--- src/rtl/alu_multicycle.sv ---
// Multi-cycle ALU: single-cycle logic ops plus iterative shift-add multiply and
// restoring divide behind a valid/ready handshake, with a registered PSR {C,L,F,Z,N}.
module alu_multicycle #(
  parameter int WIDTH      = 16,
  parameter int ENABLE_DIV = 1
) (
  input  logic             clk,
  input  logic             reset,
  input  logic             in_valid,
  output logic             in_ready,
  input  logic [3:0]       aluOp,
  input  logic [WIDTH-1:0] regDst,
  input  logic [WIDTH-1:0] regSrc,
  output logic             out_valid,
  input  logic             out_ready,
  output logic [WIDTH-1:0] aluResult,
  output logic [WIDTH-1:0] aluResultHi,
  output logic [4:0]       psr
);

  localparam int CW = $clog2(WIDTH);
  localparam int M  = WIDTH - 1;
  localparam int PC = 4;
  localparam int PL = 3;
  localparam int PF = 2;
  localparam int PZ = 1;
  localparam int PN = 0;

  typedef enum logic [1:0] {ST_IDLE, ST_MUL, ST_DIV, ST_DONE} state_e;

  typedef enum logic [3:0] {
    OP_ADD  = 4'b0000,
    OP_AND  = 4'b0001,
    OP_OR   = 4'b0010,
    OP_XOR  = 4'b0011,
    OP_SUB  = 4'b0100,
    OP_ADDC = 4'b0101,
    OP_CMP  = 4'b0110,
    OP_MUL  = 4'b0111,
    OP_DIV  = 4'b1000
  } op_e;

  state_e           state_q, state_d;
  logic [CW-1:0]    cnt_q, cnt_d;
  logic [WIDTH-1:0] acc_q, acc_d;    // MUL high partial / DIV partial remainder
  logic [WIDTH-1:0] sh_q, sh_d;      // MUL multiplier->low word / DIV dividend->quotient
  logic [WIDTH-1:0] opnd_q, opnd_d;  // MUL multiplicand / DIV divisor
  logic [WIDTH-1:0] res_q, res_d;
  logic [WIDTH-1:0] hi_q, hi_d;
  logic [4:0]       psr_q, psr_d;

  op_e              op;
  logic             accept;
  logic             cin;
  logic [WIDTH:0]   add_w, sub_w;
  logic [WIDTH-1:0] sc_res;
  logic [4:0]       sc_psr;
  logic             is_mul, is_div;

  logic [WIDTH:0]   mul_sum;
  logic [WIDTH-1:0] mul_hi_n, mul_lo_n;
  logic [WIDTH:0]   div_sh;
  logic [WIDTH-1:0] div_sub, div_r_n, div_q_n;

  assign op        = op_e'(aluOp);
  assign in_ready  = (state_q == ST_IDLE) || ((state_q == ST_DONE) && out_ready);
  assign accept    = in_valid && in_ready;
  assign out_valid = (state_q == ST_DONE);
  assign aluResult   = res_q;
  assign aluResultHi = hi_q;
  assign psr         = psr_q;

  // Single-cycle datapath and opcode decode; illegal opcodes yield 0 with PSR untouched.
  always_comb begin
    sc_res = '0;
    sc_psr = psr_q;
    is_mul = 1'b0;
    is_div = 1'b0;
    cin    = (op == OP_ADDC) && psr_q[PC];
    add_w  = {1'b0, regDst} + {1'b0, regSrc} + {{WIDTH{1'b0}}, cin};
    sub_w  = {1'b0, regDst} - {1'b0, regSrc};
    case (op)
      OP_ADD, OP_ADDC: begin
        sc_res     = add_w[M:0];
        sc_psr[PC] = add_w[WIDTH];
        sc_psr[PF] = (regDst[M] == regSrc[M]) && (add_w[M] != regDst[M]);
        sc_psr[PZ] = (add_w[M:0] == '0);
      end
      OP_AND: begin
        sc_res     = regDst & regSrc;
        sc_psr[PZ] = ((regDst & regSrc) == '0);
      end
      OP_OR: begin
        sc_res     = regDst | regSrc;
        sc_psr[PZ] = ((regDst | regSrc) == '0);
      end
      OP_XOR: begin
        sc_res     = regDst ^ regSrc;
        sc_psr[PZ] = ((regDst ^ regSrc) == '0);
      end
      OP_SUB, OP_CMP: begin
        sc_res     = sub_w[M:0];
        sc_psr[PC] = sub_w[WIDTH];
        sc_psr[PL] = sub_w[WIDTH];
        sc_psr[PF] = (regDst[M] != regSrc[M]) && (sub_w[M] != regDst[M]);
        sc_psr[PZ] = (regDst == regSrc);
        sc_psr[PN] = ($signed(regDst) < $signed(regSrc));
      end
      OP_MUL: is_mul = 1'b1;
      OP_DIV: is_div = (ENABLE_DIV != 0);
      default: ;
    endcase
  end

  // One iteration of each multi-cycle unit. A zero divisor always "fits", which
  // naturally produces an all-ones quotient and a remainder equal to the dividend.
  always_comb begin
    mul_sum  = {1'b0, acc_q} + (sh_q[0] ? {1'b0, opnd_q} : '0);
    mul_hi_n = mul_sum[WIDTH:1];
    mul_lo_n = {mul_sum[0], sh_q[M:1]};
    div_sh   = {acc_q, sh_q[M]};
    div_sub  = div_sh[M:0] - opnd_q;
    if (div_sh >= {1'b0, opnd_q}) begin
      div_r_n = div_sub;
      div_q_n = {sh_q[M-1:0], 1'b1};
    end else begin
      div_r_n = div_sh[M:0];
      div_q_n = {sh_q[M-1:0], 1'b0};
    end
  end

  always_comb begin
    state_d = state_q;
    cnt_d   = cnt_q;
    acc_d   = acc_q;
    sh_d    = sh_q;
    opnd_d  = opnd_q;
    res_d   = res_q;
    hi_d    = hi_q;
    psr_d   = psr_q;
    case (state_q)
      ST_IDLE: ;
      ST_MUL: begin
        acc_d = mul_hi_n;
        sh_d  = mul_lo_n;
        cnt_d = cnt_q - CW'(1);
        if (cnt_q == '0) begin
          state_d    = ST_DONE;
          res_d      = mul_lo_n;
          hi_d       = mul_hi_n;
          psr_d[PC]  = |mul_hi_n;
          psr_d[PF]  = 1'b0;
          psr_d[PZ]  = ~|{mul_hi_n, mul_lo_n};
        end
      end
      ST_DIV: begin
        acc_d = div_r_n;
        sh_d  = div_q_n;
        cnt_d = cnt_q - CW'(1);
        if (cnt_q == '0) begin
          state_d    = ST_DONE;
          res_d      = div_q_n;
          hi_d       = div_r_n;
          psr_d[PC]  = 1'b0;
          psr_d[PF]  = (opnd_q == '0);
          psr_d[PZ]  = (div_q_n == '0);
        end
      end
      ST_DONE: if (out_ready) state_d = ST_IDLE;
      default: state_d = ST_IDLE;
    endcase
    // An accept in DONE overrides the return to IDLE so back-to-back ops need no bubble.
    if (accept) begin
      cnt_d = CW'(WIDTH - 1);
      if (is_mul) begin
        state_d = ST_MUL;
        acc_d   = '0;
        sh_d    = regSrc;
        opnd_d  = regDst;
      end else if (is_div) begin
        state_d = ST_DIV;
        acc_d   = '0;
        sh_d    = regDst;
        opnd_d  = regSrc;
      end else begin
        state_d = ST_DONE;
        res_d   = sc_res;
        hi_d    = '0;
        psr_d   = sc_psr;
      end
    end
  end

  always_ff @(posedge clk) begin
    if (!reset) begin
      state_q <= ST_IDLE;
      cnt_q   <= '0;
      acc_q   <= '0;
      sh_q    <= '0;
      opnd_q  <= '0;
      res_q   <= '0;
      hi_q    <= '0;
      psr_q   <= '0;
    end else begin
      state_q <= state_d;
      cnt_q   <= cnt_d;
      acc_q   <= acc_d;
      sh_q    <= sh_d;
      opnd_q  <= opnd_d;
      res_q   <= res_d;
      hi_q    <= hi_d;
      psr_q   <= psr_d;
    end
  end

endmodule

--- config.mk ---
export PLATFORM = sky130hd
export DESIGN_NAME = alu_multicycle
export DESIGN_NICKNAME = d
export VERILOG_FILES = /design/src/rtl/alu_multicycle.sv
export SDC_FILE = /design/constraint.sdc
export NUM_CORES = 1
export LEC_CHECK = 0
export CORE_MARGIN = 2
export CORE_UTILIZATION = 42
export CTS_CLUSTER_SIZE = 40
export DETAILED_ROUTE_END_ITERATION = 8
export GPL_ROUTABILITY_DRIVEN = 0
export SLEW_MARGIN = 25
export SYNTH_ARGS = -nofsm -noshare
export SYNTH_HDL_FRONTEND = slang
export SYNTH_SLANG_ARGS = --single-unit
--- constraint.sdc ---
create_clock -name clk -period 3.7 [get_ports clk]
set_input_delay 0.37 -clock clk [delete_from_list [all_inputs] [get_ports clk]]
set_output_delay 0.37 -clock clk [all_outputs]
set_load 0.01 [all_outputs]
==> results.md <==
- Outcome: completed
- # Max-Cap Violations: 0
- Die height: 151 µm
- Worst path cell trace: inv_1 > ha_1 > nor2b_1 > o31ai_1 > a21oi_2 > o41ai_4 > a32o_2 > mux2_2 > a22oi_1 > a21oi_1
- Routed WL: 33.7 mm
- CTS Buffer Depth: 2
- Post-synth EDFFs: 0
- Tmin final: about 3.4 ns
- Post-synthesis cell count: around 1200
- Async SR Flop Fraction: 0%
- Post-CTS setup buffers: 0
- Initial antenna violation count: 0
- Initial Utilization: between 40% and 50%
- Pwr/cell area: 631 mW/mm²
- H-tree depth: 3
- Crit start category: flip-flop
- Drt drc: 0
- Routed length per placed instance: 22.2 µm
- Worst rel slew slack: 41.6%
- Setup Skew: about 0.0052 ns
- Worst IR Drop VDD: about 0.00032 V
- Vias in the first global route: about 9200
- Final net count: 1365
- Post-synthesis cell type count: just over 90
- Met3 usage: 3.95%
- RSZ-0062 raised after global routing: no
- Crit share post-route: 92.7%
- Post-CTS sizing: 0
- Met2 usage: 50.6%
- CP Class: flip-flop to flip-flop
- Design area: 0.0106 mm²
- CP Data Required Time: 3.93 ns
- Leak: 4.48 nW
- Layout cells sized above 1: 8.63%
- Synthesis Warnings: 0
- CP max stage delay: 0.52 ns
- Worst Tran Pin Value: 0.876 ns
- Seq/Total Area, Yosys: 20.0%
- Slowest CP cell: a32o_2
- Placement Rows: 53
- Fmax achieved: 292 MHz
- Most frequent cell after synthesis: a21oi_1
- Total vias in the final route: 9560
- Detailed Place HPWL: 25.8 mm
- CTS tree: yes
- First-pass GRT wire length: about 52 mm
- Count of pins over their slew limit: 0
- Avg Inst Size Synth: about 7.7 µm²
- M1 GR Usage: 36.9%
- Crit Path Max Fanout: 14
- Worst-skew pair later-pin latency: about 0.36 ns
- Total nets after synthesis: 1305
- Vias per cell: 6.31
- Grt ovf: 0
- Diode count: 0
- Synthesized cell area: 0.00910 mm²
- Synth top area cells: dfxtp_1 20%, ha_1 12%, a21oi_1 5.4%
- CP Capture Type: flip-flop
- Synth Flop Type: dfxtp_1
- Synth cell count leaders: 98 x a21oi_1, 91 x dfxtp_1, 85 x ha_1
- GRT busiest layer: met2
- Fin. Hold Viols: 0
- DP Area: 0.0103 mm²
- Total track usage: 29.8%
- Hold depth: 2
- CTS sink count: 91
- Clk root buf: clkbuf_16
- Full die area: 0.0229 mm²
- Port Buffer Count: 78
- Hold buffers post-CTS: 0
- TritonCTS Buffers: 9
- Synth top area share: 20.0%
- Worst-path clk slew: 0.07 ns
- Die width: 151 µm
- Drt pass-1 iters: 6
- Area grow syn2layout: 16.4%
- I/O pins: 79
- Final TNS setup: 0 ns
- Core area: 0.0212 mm²
- FF-to-FF path depth: 10
- Final setup fails: 0
- Largest net degree at the start of global routing: 50
- Routed Antenna Nets: 0
- Hold Crit Class: flip-flop to flip-flop
- Synth Register Bits: 91
- 1st-iter DRT viols: roughly 770
- Synth area leader: dfxtp_1
- Arrival time worst endpoint: 3.66 ns
==> layout make-up <==
type                    count  area (µm²)
repair buffers            132        1200
clock inverters             7        58.8
flip-flops and latches     91        1820
fillers                  2097       10600
multi-input cells         930        6680
clock buffers               9         225
well taps                 275         344
inverters                  71         267
==> sequential cells by signal (all words and copies together), names as in the netlist <==
register     flops
state_q          2
psr              5
opnd_q          16
sh_q            16
acc_q           16
aluResult       16
cnt_q            4
aluResultHi     16
==> layout by cell type (no fill, tap or decap), types with 24 or more instances in the layout <==
master | netlist | layout
dfxtp_1 | 91 | 91
a21oi_1 | 98 | 97
ha_1 | 85 | 84
nor3_1 | 24 | 24
and2_1 | 27 | 27
o22ai_1 | 59 | 59
xnor2_1 | 28 | 28
o21ai_0 | 75 | 75
nand2_1 | 68 | 68
nor2_1 | 67 | 67
buf_4 | 1 | 53
inv_1 | 69 | 69
clkdlybuf4s50_1 | 0 | 78
==> through the flow <==
stage,cells,util (%),hold WS [ns],power (mW),setup slack [ns]
final,1515,50.1,0.505,6.68,0.271
after global routing,1515,50.1,0.525,7.12,0.105
after CTS,1515,50.1,0.504,6.63,0.315
after detailed placement,1499,48.7,0.494,5.69,0.0239
after global placement,1499,48.7,0.487,5.69,0.0849
after floorplan,1175,-,0.468,4.38,0.372
==> routing by layer <==
layer	vias to the layer above	part of all wire, %
met1	4545	41
li1	4547	-
met3	86	6.3
met4	0	5.7
met5	-	0
met2	382	47
==> worst max-delay path: cells and delay by family (launching register included) <==
| kind | cells | cell delay, ns |
|---|---|---|
| AOI/OAI and AO/OA | 6 | 1.96 |
| adders and majority gates | 1 | 0.30 |
| buffers and inverters | 1 | 0.10 |
| DFF | 1 | 0.41 |
| muxes | 1 | 0.38 |
| and+or+nand+nor | 1 | 0.15 |
==> path summary, 6_finish.rpt <==
check / to / slack [ns] / start
max: aluResultHi[6] / 0.27 / opnd_q[1]
max reg2reg: aluResultHi[6] / 0.27 / opnd_q[1]
min reg2reg: state_q[1] / 0.50 / state_q[1]
min: state_q[1] / 0.50 / state_q[1]
==> cells by family after synthesis <==
group / Yosys count / share of synthesized area, %
AO/OA/AOI/OAI: 454 / 34.4
XOR/XNOR: 42 / 4.04
adder cells (fa/ha/maj): 90 / 12.8
buffers and inverters: 154 / 6.71
flip-flops: 91 / 20.0
multiplexers: 42 / 4.91
AND/OR/NAND/NOR: 302 / 17.1
==> power by group <==
group / switching (mW) / internal, mW
sequential: 0.252 / 1.24
combinational: 2.47 / 1.80
clock: 0.446 / 0.467
No activity file was read; power rests on OpenSTA's default activity.
